`src/rtl/md_sequencer_if.sv`:
```
// EX-stage M-extension handshake bundle: operation request from EX, stall/done/result back.
// The master drives the request side and the slave (md_sequencer) drives the status side.
interface md_sequencer_if #(
  parameter int XLEN = 32
);
  logic            MdStartE;
  logic [2:0]      funct3E;
  logic [XLEN-1:0] SrcAE;
  logic [XLEN-1:0] SrcBE;
  logic            FlushE;
  logic            MdStallE;
  logic            MdDoneE;
  logic [XLEN-1:0] MdResultE;

  modport master (
    output MdStartE, funct3E, SrcAE, SrcBE, FlushE,
    input  MdStallE, MdDoneE, MdResultE
  );

  modport slave (
    input  MdStartE, funct3E, SrcAE, SrcBE, FlushE,
    output MdStallE, MdDoneE, MdResultE
  );
endinterface

```
`src/rtl/md_sequencer.sv`:
```
// Iterative RV32M sequencer: radix-2 shift-add multiply / restoring divide, 33-cycle latency (1 for special cases).
// Stalls EX while busy, presents the result for one DONE cycle; MD_DIV_EN builds the divider.
module md_sequencer #(
  parameter int XLEN = 32
) (
  input  logic          clk,
  input  logic          reset,
  md_sequencer_if.slave md
);
  localparam int W = XLEN;

  typedef enum logic [1:0] {IDLE, CALC, DONE} state_t;

  state_t         state;
  logic [5:0]     cnt;
  logic [2:0]     op;
  logic [W-1:0]   opnd;
  logic [2*W-1:0] acc;
  logic           neg_res;
  logic [W-1:0]   result;
  logic           done;
`ifdef MD_DIV_EN
  logic           neg_rem;
`endif

  // Start-time decode: signedness, magnitudes, special cases
  logic         a_signed, b_signed, s_a, s_b;
  logic [W-1:0] a_abs, b_abs;
  logic         special;
  logic [W-1:0] special_res;

  always_comb begin
    a_signed    = md.funct3E[2] ? ~md.funct3E[0] : (md.funct3E[1:0] != 2'b11);
    b_signed    = md.funct3E[2] ? ~md.funct3E[0] : ~md.funct3E[1];
    s_a         = a_signed & md.SrcAE[W-1];
    s_b         = b_signed & md.SrcBE[W-1];
    a_abs       = s_a ? -md.SrcAE : md.SrcAE;
    b_abs       = s_b ? -md.SrcBE : md.SrcBE;
    special     = 1'b0;
    special_res = '0;
`ifdef MD_DIV_EN
    if (md.funct3E[2] && md.SrcBE == '0) begin
      special     = 1'b1;
      special_res = md.funct3E[1] ? md.SrcAE : '1;
    end else if (md.funct3E[2] && !md.funct3E[0] &&
                 md.SrcAE == 32'h8000_0000 && md.SrcBE == 32'hFFFF_FFFF) begin
      special     = 1'b1;
      special_res = md.funct3E[1] ? '0 : 32'h8000_0000;
    end
`else
    special = md.funct3E[2];
`endif
  end

  // One iteration. Multiply: acc = {partial_hi, multiplier}, opnd = multiplicand.
  // Divide: acc = {remainder, dividend/quotient}, opnd = divisor.
  logic [W:0]     mul_sum;
  logic [2*W-1:0] acc_next;
  logic [2*W-1:0] prod;
  logic [W-1:0]   final_res;
`ifdef MD_DIV_EN
  logic [W:0]     div_diff;
  logic [W-1:0]   quo, rem;
`endif

  always_comb begin
    mul_sum  = {1'b0, acc[2*W-1:W]} + (acc[0] ? {1'b0, opnd} : {(W+1){1'b0}});
    acc_next = {mul_sum, acc[W-1:1]};
`ifdef MD_DIV_EN
    div_diff = acc[2*W-1:W-1] - {1'b0, opnd};
    if (op[2]) begin
      acc_next = div_diff[W] ? {acc[2*W-2:0], 1'b0}
                             : {div_diff[W-1:0], acc[W-2:0], 1'b1};
    end
`endif
    prod = neg_res ? -acc_next : acc_next;
`ifdef MD_DIV_EN
    quo       = neg_res ? -acc_next[W-1:0] : acc_next[W-1:0];
    rem       = neg_rem ? -acc_next[2*W-1:W] : acc_next[2*W-1:W];
    final_res = op[2] ? (op[1] ? rem : quo)
                      : ((op[1:0] == 2'b00) ? prod[W-1:0] : prod[2*W-1:W]);
`else
    final_res = op[2] ? '0 : ((op[1:0] == 2'b00) ? prod[W-1:0] : prod[2*W-1:W]);
`endif
  end

  always_ff @(posedge clk or posedge reset) begin
    if (reset) begin
      state   <= IDLE;
      cnt     <= '0;
      op      <= '0;
      opnd    <= '0;
      acc     <= '0;
      neg_res <= 1'b0;
`ifdef MD_DIV_EN
      neg_rem <= 1'b0;
`endif
      result  <= '0;
      done    <= 1'b0;
    end else if (md.FlushE) begin
      state <= IDLE;
      done  <= 1'b0;
    end else begin
      case (state)
        IDLE: begin
          done <= 1'b0;
          if (md.MdStartE) begin
            op      <= md.funct3E;
            opnd    <= md.funct3E[2] ? b_abs : a_abs;
            acc     <= {{W{1'b0}}, (md.funct3E[2] ? a_abs : b_abs)};
            neg_res <= s_a ^ s_b;
`ifdef MD_DIV_EN
            neg_rem <= s_a;
`endif
            cnt     <= '0;
            if (special) begin
              result <= special_res;
              done   <= 1'b1;
              state  <= DONE;
            end else begin
              state <= CALC;
            end
          end
        end
        CALC: begin
          acc <= acc_next;
          cnt <= cnt + 6'd1;
          if (cnt == 6'd31) begin
            result <= final_res;
            done   <= 1'b1;
            state  <= DONE;
          end
        end
        DONE: begin
          // Start is still the finishing instruction here; never re-launch from DONE.
          done  <= 1'b0;
          state <= IDLE;
        end
        default: begin
          done  <= 1'b0;
          state <= IDLE;
        end
      endcase
    end
  end

  assign md.MdStallE  = ((state == IDLE) && md.MdStartE) || (state == CALC);
  assign md.MdDoneE   = done;
  assign md.MdResultE = result;
endmodule

```
`src/flat_wrapper.sv`:
```
// flat-port wrapper written by rule: the top's interface ports become plain ports
module md_sequencer_flat 
#(
  parameter int XLEN = 32
)
  (clk, reset, md_MdStartE, md_funct3E, md_SrcAE, md_SrcBE, md_FlushE, md_MdStallE, md_MdDoneE, md_MdResultE);
  md_sequencer_if #(.XLEN(XLEN)) md_i ();
  input  logic clk;
  input  logic reset;
  input wire logic [$bits(md_i.MdStartE)-1:0] md_MdStartE;
  input wire logic [$bits(md_i.funct3E)-1:0] md_funct3E;
  input wire logic [$bits(md_i.SrcAE)-1:0] md_SrcAE;
  input wire logic [$bits(md_i.SrcBE)-1:0] md_SrcBE;
  input wire logic [$bits(md_i.FlushE)-1:0] md_FlushE;
  output wire logic [$bits(md_i.MdStallE)-1:0] md_MdStallE;
  output wire logic [$bits(md_i.MdDoneE)-1:0] md_MdDoneE;
  output wire logic [$bits(md_i.MdResultE)-1:0] md_MdResultE;
  assign md_i.MdStartE = md_MdStartE;
  assign md_i.funct3E = md_funct3E;
  assign md_i.SrcAE = md_SrcAE;
  assign md_i.SrcBE = md_SrcBE;
  assign md_i.FlushE = md_FlushE;
  assign md_MdStallE = md_i.MdStallE;
  assign md_MdDoneE = md_i.MdDoneE;
  assign md_MdResultE = md_i.MdResultE;
  md_sequencer #(.XLEN(XLEN)) u_core (.clk(clk), .reset(reset), .md(md_i));
endmodule
```
`config.mk`:
```
export PLATFORM = sky130hd
export DESIGN_NAME = md_sequencer_flat
export DESIGN_NICKNAME = d
export VERILOG_FILES = /design/src/rtl/md_sequencer_if.sv /design/src/rtl/md_sequencer.sv /design/src/flat_wrapper.sv
export SDC_FILE = /design/constraint.sdc
export NUM_CORES = 1
export LEC_CHECK = 0
export ABC_CLOCK_PERIOD_IN_PS = 13650
export CAP_MARGIN = 30
export CORE_MARGIN = 5
export CORE_UTILIZATION = 39
export CTS_CLUSTER_DIAMETER = 100
export DETAILED_ROUTE_END_ITERATION = 10
export PLACE_DENSITY = 0.55
export SETUP_SLACK_MARGIN = 0.5
export SLEW_MARGIN = 30
export SYNTH_ARGS = -nofsm -noshare
export SYNTH_HDL_FRONTEND = slang
export SYNTH_SLANG_ARGS = --single-unit
```
`constraint.sdc`:
```
create_clock -name clk -period 13.65 [get_ports clk]
set_input_delay 2.0475 -clock clk [delete_from_list [all_inputs] [get_ports clk]]
set_output_delay 2.0475 -clock clk [all_outputs]
set_load 0.01 [all_outputs]
```
After elaboration in Yosys (flattened, before gate mapping)
Cells that the tools add are included.

Multiplexer cells: 28. Bitwise logic cells: 6. $add $sub $neg: 5. Reductions and logical operators: 9. Eq/ne operators: 8.

Operators by type and width (number): $mux W32 (10); $mux W64 (2); $pmux W64 S2 (1); $neg A32 Y32 (2); $neg A64 Y64 (1); $pmux W32 S2 (1); $add A32 B33 Y33 (1); $pmux W6 S2 (1); $mux W2 (4); $add A6 B1 Y6 const B (1); $eq A6 B5 Y1 const B (1); $mux W1 (6); $mux W6 (1); $ne A2 B2 Y1 const B (3); $reduce_and A3 Y1 (2); $reduce_and A5 Y1 (1); $logic_not A2 Y1 (2); $pmux W2 S2 (1); $ne A3 B2 Y1 const B (1); $ne A3 B3 Y1 const B (1); $not A1 Y1 (3); $and A1 B1 Y1 (2); $eq A2 B1 Y1 const B (1); $ne A2 B1 Y1 const B (1); other kinds (6) (6).

Input bits: 71. Register bits after elaboration: 141. Logic and storage cells: 64.

Longest topological paths before layout
Gate-level depths: netlist (run 1).

Depth in word-level cells: 8. Gate-level depth with buffers: 16. Mapped depth without buffers: 14.

Worst setup path after synthesis (run 1)
Ideal clock, no wire load.

Path kind: input-to-reg. Start point: input md_SrcAE[8]. End point: register u_core.acc[29]. Arrival time: 4803 ps. Setup slack: 8712 ps. Cell stages on the path: 10. Library setup time: 135 ps. Data required time: 13515 ps. Cells stage by stage: or4_1 nor4_1 or3b_2 nor4_1 nand2_1 o41ai_1 xor2_1 a21oi_1 a21oi_1 o21ai_0.

Cells in the longest elaborated chain, start to end: 5.

RTL lines: from (decl) (RTL line flat_wrapper.sv:12) `input wire logic [$bits(md_i.SrcAE)-1:0] md_SrcAE;`; $neg A32 Y32 (RTL line md_sequencer.sv:37) `a_abs = s_a ? -md.SrcAE : md.SrcAE;`; $mux W32 (RTL line md_sequencer.sv:37); $mux W32 (RTL line md_sequencer.sv:110) `acc <= {{W{1'b0}}, (md.funct3E[2] ? a_abs : b_abs)};`; $mux W64 (RTL line md_sequencer.sv:107) `if (md.MdStartE) begin`; $pmux W64 S2 (RTL line md_sequencer.sv:104) `case (state)`; to (signal assigned) (RTL line md_sequencer.sv:110); to (signal assigned) (RTL line md_sequencer.sv:126) `acc <= acc_next;`; to (decl) (RTL line md_sequencer.sv:18) `logic [2*W-1:0] acc;`.

Every way passes these cells. The select of a mux whose other input is x is not followed. A chain may end at the register's enable or synchronous reset.

Worst setup path in the final report (run 1)
Start point: input md_SrcAE[6]. End point: register u_core.acc[24].

The elaborated chain is that of the path after synthesis.

==> results.py, run 1 <==
metrics = {
    "setup_path": {
        "worst_setup_path_start_kind": "input pin",
        "critPathMaxFanout": 5,
        "critical_path_class": "in2reg",
        "critPathBufInv": 1,
        "slowest_stage": "or4_1",
        "cp_common_cell": "a21oi_1",
        "reg2reg_from": "u_core.acc[0]$_DFFE_PP0P_",
        "end_kind": "flop",
        "crit_start": "md_SrcAE[6]",
        "required_ns": 13.95,
        "critical-path-max-stage-delay_ns": 0.58,
        "r2r-end": "u_core.md.MdResultE[29]$_DFFE_PP0P_",
        "crit_arrival_ns": 5.60,
        "path_delay_family": "simple AND/OR/NAND/NOR gates",
        "critical_path.endpoint": "u_core.acc[24]$_DFFE_PP0P_",
        "path_depth": 11,
        "ff2ff_path_depth": 13,
        "crit_chain": "clkdlybuf4s50_1 -> or4_1 -> nor4_1 -> or3b_2 -> or3_1 -> or2_2 -> o31ai_1 -> xor2_1 -> a21oi_1 -> a21oi_1 -> o21ai_0",
        "reg2reg_slack_ns": 8.50,
    },
    "timing": {
        "finalMaxSlewViolations": 0,
        "finClkSkew_ns": 0.0143,
        "setup_viol": 0,
        "finalHoldViolCount": 0,
        "finalCritPeriodShare_pct": 38.8,
        "rsz0062_at_grt": "false",
        "worst_slew_pin_slew_ns": 0.822,
        "setup-tns-final_ns": 0,
        "slew_headroom_pct": 44.3,
        "period_needed_ns": 5.30,
        "fmax_ghz": 0.189,
    },
    "flow_run": {
        "drv_cap": 0,
    },
    "cts": {
        "cts.sinks": 141,
        "htree_levels": 4,
        "cts_buffers": 17,
        "hold_buffers": 0,
        "cts_setup_buffers": 0,
        "post_cts_resize_count": 0,
        "clockBufferDepth": 2,
        "clkTransAtPathRegs_ns": 0.07,
        "clock_latency_ns": 0.44,
        "clockRootBuffer": "clkbuf_16",
        "cts_tree": "yes",
    },
    "routing": {
        "first_pass_iters": 6,
        "drt-total-wl_um": 36100,
        "wire_per_inst_um": 20.1,
        "ant_nets": 0,
        "route.met3.wl_um": 1660,
        "top_layer": "met4",
        "avgViaCountPerCell": 5.72,
        "met1_length_um": 17800,
        "dr_wl_met2_um": 16000,
        "drt_iter0_markers": 929,
        "drc": 0,
        "vias": 10280,
    },
    "global_routing": {
        "grt_usage_pct": 22.9,
        "grt-ovfl-total": 0,
        "grt_max_degree": 95,
        "grt_pass1_wl_um": 57100,
        "antenna_found_initial": 0,
        "grt_pass1_vias": 9942,
    },
    "layout": {
        "fillerInstances": 2791,
        "final_layout_size_suffix_gt1_share_pct": 6.06,
        "finalNetCount": 1513,
        "seq_area_mm2": 0.00353,
        "multiInputGateArea_mm2": 0.00708,
        "diodes": 0,
        "post-route-util_pct": 46.5,
        "area_growth_pct": 17.9,
    },
    "yosys": {
        "synth-compound-area-share_pct": 27.6,
        "ys_seq_area_share_pct": 32.2,
        "synthXorXnorAreaFrac_pct": 11.2,
        "synth_fa_ha_area_share_pct": 4.29,
        "syn_area_per_cell_um2": 8.12,
        "ys_top_cells_by_count": "nand2_1 (164), dfrtp_1 (141), o21ai_0 (139)",
        "syn_inst": 1349,
        "synth_top_family_by_area": "compound AO/OA/AOI/OAI gates",
        "ys_warn_count": 0,
        "synthArstFlopShare_pct": 100,
        "synth_top_cells_by_area": "dfrtp_1 (32%), o21ai_0 (6.4%), xor2_1 (5.7%)",
        "yosysMostFrequentCell": "nand2_1",
        "netlist_area_mm2": 0.0110,
        "ys_ff_latch": 141,
        "synthMuxAreaShare_pct": 0.822,
        "ys_types": 77,
        "synth_top_area_share_pct": 32.2,
        "yosysTopAreaCell": "dfrtp_1",
        "synth-simple-area-share_pct": 20.3,
        "synth_nets": 1457,
        "ys.flop_type": "dfrtp_1",
        "synth_edf_count": 0,
    },
    "power": {
        "power.leakage_nw": 5.29,
        "vdd_ir_drop_max_v": 0.0000688,
        "powerDensity_mw_per_mm2": 141,
    },
    "placement": {
        "port_buffers": 104,
        "dp.final_hpwl_um": 26900,
        "routabilityCongestion": 0.904,
    },
    "hold_path": {
        "min_path_type": "reg2reg",
    },
    "floorplan": {
        "fp.dieW_um": 178,
        "dieArea_mm2": 0.0315,
        "start_util_pct": 39.4,
        "dieHeight_um": 178,
        "rows": 61,
        "core-area_mm2": 0.0278,
        "ioPinCount": 105,
    },
    "outcome": {
        "outcome": "finished, final reports clean",
    },
}
==> layout make-up <==
cell class / instances / share of cell area [%]
Multi-Input combinational cell: 1102 / 54.8
Sequential cell: 141 / 27.3
Timing Repair Buffer: 117 / 8.88
Tap cell: 378 / 3.66
Clock buffer: 18 / 3.40
Clock inverter: 14 / 1.09
Inverter: 26 / 0.814
==> cell usage in the layout, fill, tap and decap left out, drive strengths merged, types with 9 or more instances in the layout <==
cell           count
buf               14
mux2i              9
nor2             101
nand4             10
inv               36
or4               17
nor4              15
dfrtp            141
or3               16
a211oi            23
a21oi            104
xor2              71
xnor2             69
clkdlybuf4s50    103
o21ai            147
ha                36
and2              43
nor3              24
o211ai            12
a21o              11
o21a               9
a22oi             26
or2               12
o221ai            15
nand2b            10
nand3             17
a22o              31
o31ai             26
o41ai             15
clkbuf            18
nand2            164
==> per-layer routing <==
layer / track usage [%] / up-vias
met3: 3.56 / 42
met2: 34.8 / 277
met1: 33.8 / 4918
met4: 6.16 / 0
li1: - / 5043
met5: 0 / -
==> registers in the layout, summed over array words and instances, names as in the netlist <==
signal / flops
u_core.cnt: 6
u_core.opnd: 32
u_core.acc: 64
u_core.md.MdDoneE: 1
u_core.state: 2
u_core.md.MdResultE: 32
u_core.neg_res: 1
u_core.op: 3
==> report_power, final <==
group,switching (mW),total [mW],leakage (nW),internal [mW]
Combinational,0.459,0.750,3.16,0.290
Sequential,0.101,0.603,1.84,0.502
Clock,0.221,0.469,0.288,0.249
Total,0.781,1.82,5.29,1.04
==> worst register-to-register path: stages (launching register included) <==
cell       delay [ns]
dfrtp_1          0.67
and2_1           0.32
ha_1             0.20
fa_1             0.48
a211oi_2         0.33
nor3_2           0.15
o21a_1           0.22
o311ai_1         0.69
o2111ai_1        0.37
or4_4            0.53
nor2_4           0.18
nand4b_4         0.13
or4_1            0.51
a32o_1           0.25
==> through the flow <==
| stage | cells | total power, mW | area (µm²) | hold WS, ns | setup slack [ns] |
|---|---|---|---|---|---|
| global route | 1796 | 1.93 | 12900 | 0.501 | 8.10 |
| finish | 1796 | 1.82 | 12900 | 0.477 | 8.35 |
| floorplan | 1349 | 1.09 | 11000 | 0.445 | 7.82 |
| detailed placement | 1763 | 1.35 | 12300 | 0.463 | 7.88 |
| CTS | 1795 | 1.82 | 12900 | 0.477 | 8.34 |
| global placement | 1763 | 1.34 | 12300 | 0.460 | 7.91 |
==> how the worst min path moves through the flow <==
stage,startpoint,endpoint,depth (start not counted)
3_3_place_gp,u_core.acc[32]$_DFFE_PP0P_,u_core.acc[32]$_DFFE_PP0P_,2
2_1_floorplan,u_core.acc[32]$_DFFE_PP0P_,u_core.acc[32]$_DFFE_PP0P_,2
5_1_grt,u_core.acc[32]$_DFFE_PP0P_,u_core.acc[32]$_DFFE_PP0P_,2
3_5_place_dp,u_core.acc[32]$_DFFE_PP0P_,u_core.acc[32]$_DFFE_PP0P_,2
6_report,u_core.acc[32]$_DFFE_PP0P_,u_core.acc[32]$_DFFE_PP0P_,2
4_1_cts,u_core.acc[32]$_DFFE_PP0P_,u_core.acc[32]$_DFFE_PP0P_,2
==> cells by family (layout without fill, tap and decap cells) <==
logic type,after synthesis,count (layout)
AND/OR/NAND/NOR,451,451
buffers and inverters,106,175
multiplexers,9,9
XOR/XNOR,140,140
flip-flops,141,141
AO/OA/AOI/OAI,465,465
adder cells (fa/ha/maj),37,37
Power figures use the tool's default switching activity.
==> inputs of run 2 (changes only) <==
--- a/config.mk
+++ b/config.mk
@@ -5,13 +5,13 @@
 export SDC_FILE = /design/constraint.sdc
 export NUM_CORES = 1
 export LEC_CHECK = 0
-export ABC_CLOCK_PERIOD_IN_PS = 13650
+export ABC_CLOCK_PERIOD_IN_PS = 4800
 export CAP_MARGIN = 30
 export CORE_MARGIN = 5
 export CORE_UTILIZATION = 39
 export CTS_CLUSTER_DIAMETER = 100
 export DETAILED_ROUTE_END_ITERATION = 10
-export PLACE_DENSITY = 0.55
+export PLACE_DENSITY = 0.57
 export SETUP_SLACK_MARGIN = 0.5
 export SLEW_MARGIN = 30
 export SYNTH_ARGS = -nofsm -noshare
==> constraint.sdc (replaced) <==
create_clock -name clk -period 4.8 [get_ports clk]
set_input_delay 0.72 -clock clk [delete_from_list [all_inputs] [get_ports clk]]
set_output_delay 0.72 -clock clk [all_outputs]
set_load 0.01 [all_outputs]
==> run 2 against run 1 <==
Global-route usage grew 0.23 points. Hold slack gained 0.013 ns. Die area is the same. First-iteration DRC count shrank 12%. Clock power grew to 2.9 times the previous value. Via count grew 2.1%. Critical path type is now reg2reg. Critical endpoint is now u_core.md.MdResultE[29]$_DFFE_PP0P_. Largest cell class unchanged.
==> results.py, run 2 (synthesis results as in run 1) <==
metrics = {
    "power": {
        "p_int_mw": 3.10,
        "switching_power_mw": 2.31,
        "clock_power_share_pct": 25.1,
        "p_comb_share_pct": 43.0,
        "power_frac_seq_pct": 31.9,
        "powerDensity_mw_per_mm2": 406,
        "vdd_ir_drop_max_v": 0.000251,
        "power.leakage_nw": 5.45,
        "switching_share_pct": 42.6,
    },
    "cts": {
        "clockBufferDepth": 2,
        "cts_buffers": 17,
        "cts.sinks": 141,
        "clkTransAtPathRegs_ns": 0.07,
        "clockRootBuffer": "clkbuf_16",
        "cts_tree": "yes",
        "hold_buffers": 0,
        "clock_latency_ns": 0.43,
        "htree_levels": 4,
    },
    "setup_path": {
        "cp_common_cell": "o21a_1",
        "path_delay_family": "simple AND/OR/NAND/NOR gates",
        "critical_path_class": "reg2reg",
        "critPathMaxFanout": 5,
        "end_kind": "flop",
        "critical-path-max-stage-delay_ns": 0.53,
        "crit_chain": "and2_4 -> ha_2 -> fa_2 -> a211oi_4 -> nor3_4 -> o21a_1 -> o21a_1 -> or3_4 -> a211o_4 -> or4_4 -> nand4b_4 -> or4_1 -> a32o_1",
        "slowest_stage": "or4_4",
        "crit_arrival_ns": 4.55,
        "required_ns": 5.12,
        "worst_setup_path_start_kind": "flop",
        "critPathBufInv": 0,
    },
    "hold_path": {
        "min_path_type": "reg2reg",
    },
    "layout": {
        "final_common_cell": "nand2_1",
        "most-common-layout-cells": "nand2_1 (164), dfrtp_1 (140), o21ai_0 (138)",
        "area_growth_pct": 21.7,
        "regMostFlops": "u_core.acc",
        "final_layout_size_suffix_gt1_share_pct": 9.96,
        "postLayoutCellArea_mm2": 0.0133,
        "largest_reg_flops": 64,
        "finalNetCount": 1541,
        "diodes": 0,
    },
    "routing": {
        "dr_wl_met2_um": 16000,
        "drt-total-wl_um": 36500,
        "drc": 0,
        "route.met3.wl_um": 2090,
        "drt_iter0_markers": 821,
        "top_layer": "met4",
        "met1_length_um": 17400,
        "avgViaCountPerCell": 5.76,
        "wire_per_inst_um": 20.0,
        "ant_nets": 0,
        "first_pass_iters": 6,
        "vias": 10500,
    },
    "timing": {
        "finalCritPeriodShare_pct": 88.1,
        "setup-tns-final_ns": 0,
        "worst_slew_pin_slew_ns": 0.895,
        "worst_slack_ns": 0.573,
        "slew_headroom_pct": 40.3,
        "setup_viol": 0,
        "rsz0062_at_grt": "true",
        "finClkSkew_ns": 0.0108,
        "finalMaxSlewViolations": 0,
        "period_needed_ns": 4.23,
        "finalHoldViolCount": 0,
        "fmax_ghz": 0.237,
    },
    "placement": {
        "dp.final_hpwl_um": 27400,
        "placed_area_mm2": 0.0124,
        "pre_cts_ws_ns": 0.282,
        "routabilityCongestion": 0.935,
        "port_buffers": 104,
    },
    "floorplan": {
        "core-area_mm2": 0.0278,
        "ioPinCount": 105,
        "rows": 61,
        "dieArea_mm2": 0.0315,
        "fp.dieW_um": 178,
        "start_util_pct": 39.4,
        "dieHeight_um": 178,
    },
    "global_routing": {
        "antenna_found_initial": 1,
        "grt_usage_pct": 23.1,
        "grt_pass1_wl_um": 57200,
        "grt-ovfl-total": 0,
        "grt_pass1_vias": 10143,
        "grt_max_degree": 142,
    },
    "flow_run": {
        "drv_cap": 0,
    },
    "outcome": {
        "outcome": "finished, final reports clean",
    },
}
run 2: cell count changes in the layout (fill, tap and decap cells not counted), moves of 3 or more:
cell | previous run | this run
buf_4 | 12 | 38
a21oi_2 | 0 | 5
ha_2 | 0 | 8
inv_6 | 7 | 4
a21oi_1 | 104 | 99
ha_1 | 36 | 27
run 2: timing repair:
action                     CTS  global route
pin swaps                    3            13
setup endpoints to repair   10            12
cloned                       0             0
resized for setup           11            28
setup buffers                4             7
run 2: worst paths after layout:
kind                       cells after the start                       start  slack, ns                                  end
min in group asynchronous                      3                       reset       0.82           u_core.acc[60]$_DFFE_PP0P_
min reg2reg                                    2  u_core.acc[32]$_DFFE_PP0P_       0.49           u_core.acc[32]$_DFFE_PP0P_
max reg2reg                                   13   u_core.acc[0]$_DFFE_PP0P_       0.57  u_core.md.MdResultE[29]$_DFFE_PP0P_
min                                            2  u_core.acc[32]$_DFFE_PP0P_       0.49           u_core.acc[32]$_DFFE_PP0P_
max                                           13   u_core.acc[0]$_DFFE_PP0P_       0.57  u_core.md.MdResultE[29]$_DFFE_PP0P_
max in group asynchronous                      3                       reset       3.28            u_core.acc[0]$_DFFE_PP0P_
run 2: cell type report:
type	instances	area, µm²
inverters	26	101
fillers	2724	14500
repair buffers	145	1370
clock buffers	17	425
well taps	378	473
flip-flops and latches	141	3530
multi-input cells	1102	7250
clock inverters	15	175
run 2: metal layers:
metal | vias to the layer above | track usage [%]
met5 | - | 0
met2 | 362 | 35.2
met3 | 58 | 4.01
met1 | 4974 | 33.4
li1 | 5106 | -
met4 | 0 | 7.35
run 2: stage by stage:
stage               hold WS [ns]  utilization (%)  instances  power [mW]
floorplan                  0.448                -       1349        3.12
global placement           0.469             44.8       1781        3.90
detailed placement         0.476             44.8       1781        3.91
CTS                        0.493             47.3       1817        5.31
global route               0.504             48.0       1824        5.73
finish                     0.490             48.0       1824        5.41
run 2: power groups by stage:
stage	combinational, mW	clock, mW	sequential (mW)
global placement	2.16	0	1.74
floorplan	1.50	0	1.62
detailed placement	2.18	0	1.74
finish	2.33	1.36	1.72
CTS	2.21	1.38	1.71
global route	2.54	1.44	1.75
run 2: worst register-to-register path: stages (launching register included):
cell and delay (ns):
dfrtp_2 0.45, and2_4 0.15, ha_2 0.18, fa_2 0.39
a211oi_4 0.31, nor3_4 0.09, o21a_1 0.24, o21a_1 0.22
or3_4 0.34, a211o_4 0.37, or4_4 0.53, nand4b_4 0.21
or4_1 0.42, a32o_1 0.23
==> inputs of run 3 (changes only) <==
--- a/config.mk
+++ b/config.mk
@@ -6,13 +6,13 @@
 export NUM_CORES = 1
 export LEC_CHECK = 0
 export ABC_CLOCK_PERIOD_IN_PS = 4800
-export CAP_MARGIN = 30
 export CORE_MARGIN = 5
 export CORE_UTILIZATION = 39
 export CTS_CLUSTER_DIAMETER = 100
 export DETAILED_ROUTE_END_ITERATION = 10
+export HOLD_SLACK_MARGIN = 0.03
 export PLACE_DENSITY = 0.57
-export SETUP_SLACK_MARGIN = 0.5
+export SETUP_SLACK_MARGIN = 0.05
 export SLEW_MARGIN = 30
 export SYNTH_ARGS = -nofsm -noshare
 export SYNTH_HDL_FRONTEND = slang
==> run 3 against run 2 <==
Sequential cell count did not move. Register-to-register slack got worse by 0.23 ns. Utilization fell by 0.93 points. Largest power group unchanged. Largest cell class unchanged.
==> results.py, run 3 (synthesis results as in run 1) <==
metrics = {
    "outcome": {
        "outcome": "finished, final reports clean",
    },
    "global_routing": {
        "grt-ovfl-total": 0,
        "antenna_found_initial": 0,
        "grt_pass1_wl_um": 57800,
        "grt_usage_pct": 23.2,
        "grt_pass1_vias": 10152,
        "grt_max_degree": 98,
    },
    "timing": {
        "rsz0062_at_grt": "false",
        "finalHoldViolCount": 0,
        "hold_slack_ns": 0.483,
        "finalCritPeriodShare_pct": 92.9,
        "finalMaxSlewViolations": 0,
        "setup_viol": 0,
        "period_needed_ns": 4.46,
        "setup-tns-final_ns": 0,
        "finClkSkew_ns": 0.0124,
        "fmax_ghz": 0.224,
        "slew_headroom_pct": 39.1,
        "worst_slew_pin_slew_ns": 0.914,
    },
    "layout": {
        "final_layout_size_suffix_gt1_share_pct": 7.22,
        "seq_area_mm2": 0.00353,
        "post-route-util_pct": 47.1,
        "area_growth_pct": 19.3,
        "regMostFlops": "u_core.acc",
        "largest_reg_flops": 64,
        "multiInputGateArea_mm2": 0.00706,
        "diodes": 0,
        "most-common-layout-cells": "nand2_1 (164), dfrtp_1 (141), o21ai_0 (139)",
        "final_common_cell": "nand2_1",
        "fillerInstances": 2710,
        "finalNetCount": 1535,
    },
    "cts": {
        "clock_latency_ns": 0.43,
        "htree_levels": 4,
        "cts_tree": "yes",
        "clockBufferDepth": 2,
        "cts_setup_buffers": 0,
        "hold_buffers": 0,
        "cts_buffers": 17,
        "post_cts_resize_count": 0,
        "clockRootBuffer": "clkbuf_16",
        "cts.sinks": 141,
        "clkTransAtPathRegs_ns": 0.07,
    },
    "power": {
        "powerDensity_mw_per_mm2": 406,
        "power_frac_seq_pct": 32.3,
        "switching_share_pct": 42.6,
        "p_comb_share_pct": 41.9,
        "clock_power_share_pct": 25.8,
        "vdd_ir_drop_max_v": 0.000237,
        "power.leakage_nw": 5.39,
        "p_int_mw": 3.05,
        "switching_power_mw": 2.26,
    },
    "routing": {
        "top_layer": "met4",
        "ant_nets": 0,
        "drc": 0,
        "drt-total-wl_um": 36400,
        "first_pass_iters": 5,
        "dr_wl_met2_um": 15900,
        "met1_length_um": 17300,
        "route.met3.wl_um": 2200,
        "wire_per_inst_um": 20.0,
        "vias": 10593,
        "avgViaCountPerCell": 5.83,
        "drt_iter0_markers": 916,
    },
    "floorplan": {
        "dieHeight_um": 178,
        "fp.dieW_um": 178,
        "dieArea_mm2": 0.0315,
        "ioPinCount": 105,
        "core-area_mm2": 0.0278,
        "start_util_pct": 39.4,
        "rows": 61,
    },
    "setup_path": {
        "critPathMaxFanout": 5,
        "critical-path-max-stage-delay_ns": 0.56,
        "ff2ff_path_depth": 13,
        "critPathBufInv": 0,
        "path_depth": 13,
        "path_delay_family": "simple AND/OR/NAND/NOR gates",
        "end_kind": "flop",
        "worst_setup_path_start_kind": "flop",
        "crit_chain": "and2_1 -> ha_1 -> fa_1 -> a211oi_2 -> nor3_2 -> o21a_1 -> o21a_1 -> or3_1 -> a211o_1 -> or4_1 -> nand4b_4 -> or4_1 -> a32o_1",
        "critical_path_class": "reg2reg",
        "slowest_stage": "or4_1",
        "required_ns": 5.12,
        "crit_arrival_ns": 4.77,
    },
    "placement": {
        "routabilityCongestion": 0.917,
        "dp.final_hpwl_um": 27500,
        "port_buffers": 104,
    },
    "hold_path": {
        "hold_depth": 2,
        "min_path_type": "reg2reg",
    },
    "flow_run": {
        "drv_cap": 0,
    },
}
-- run 3: metal layers --
layer	GRT usage, %	vias to the layer above
met5	0	-
met4	7.28	0
met3	3.34	58
met2	34.7	361
met1	34.5	5086
li1	-	5088
-- run 3: worst register-to-register path, stage by stage (launching register included) --
cell      delay (ns)
dfrtp_1         0.40
and2_1          0.16
ha_1            0.20
fa_1            0.46
a211oi_2        0.31
nor3_2          0.10
o21a_1          0.23
o21a_1          0.23
or3_1           0.34
a211o_1         0.37
or4_1           0.56
nand4b_4        0.22
or4_1           0.49
a32o_1          0.26
-- run 3: path summary, 6_finish.rpt --
check | from | to | slack, ns
max | u_core.acc[0]$_DFFE_PP0P_ | u_core.md.MdResultE[29]$_DFFE_PP0P_ | 0.34
min | u_core.md.MdResultE[7]$_DFFE_PP0P_ | u_core.md.MdResultE[7]$_DFFE_PP0P_ | 0.48
max reg2reg | u_core.acc[0]$_DFFE_PP0P_ | u_core.md.MdResultE[29]$_DFFE_PP0P_ | 0.34
min reg2reg | u_core.md.MdResultE[7]$_DFFE_PP0P_ | u_core.md.MdResultE[7]$_DFFE_PP0P_ | 0.48
max in group asynchronous | reset | u_core.md.MdResultE[29]$_DFFE_PP0P_ | 3.33
min in group asynchronous | reset | u_core.acc[43]$_DFFE_PP0P_ | 0.77
-- run 3: metrics by stage --
step | setup WS, ns | power [mW] | cells | instance area, µm²
after floorplan | 0.299 | 3.10 | 1349 | 11000
after global placement | 0.443 | 3.91 | 1786 | 12500
after detailed placement | 0.386 | 3.93 | 1786 | 12500
after CTS | 0.346 | 5.30 | 1818 | 13100
after global routing | 0.146 | 5.64 | 1818 | 13100
final | 0.342 | 5.31 | 1818 | 13100
-- run 3: layout make-up --
type	instances	share of cell area, %
flip-flops and latches	141	27.0
multi-input cells	1102	54.0
repair buffers	139	10.0
clock inverters	15	1.28
inverters	26	0.804
clock buffers	17	3.25
well taps	378	3.62
-- run 3: power groups by stage --
stage                     combinational (mW)  clock, mW  sequential (mW)
after floorplan                         1.48          0             1.62
after global placement                  2.18          0             1.72
after detailed placement                2.20          0             1.73
after CTS                               2.21       1.39             1.71
after global routing                    2.45       1.44             1.75
final                                   2.22       1.37             1.72
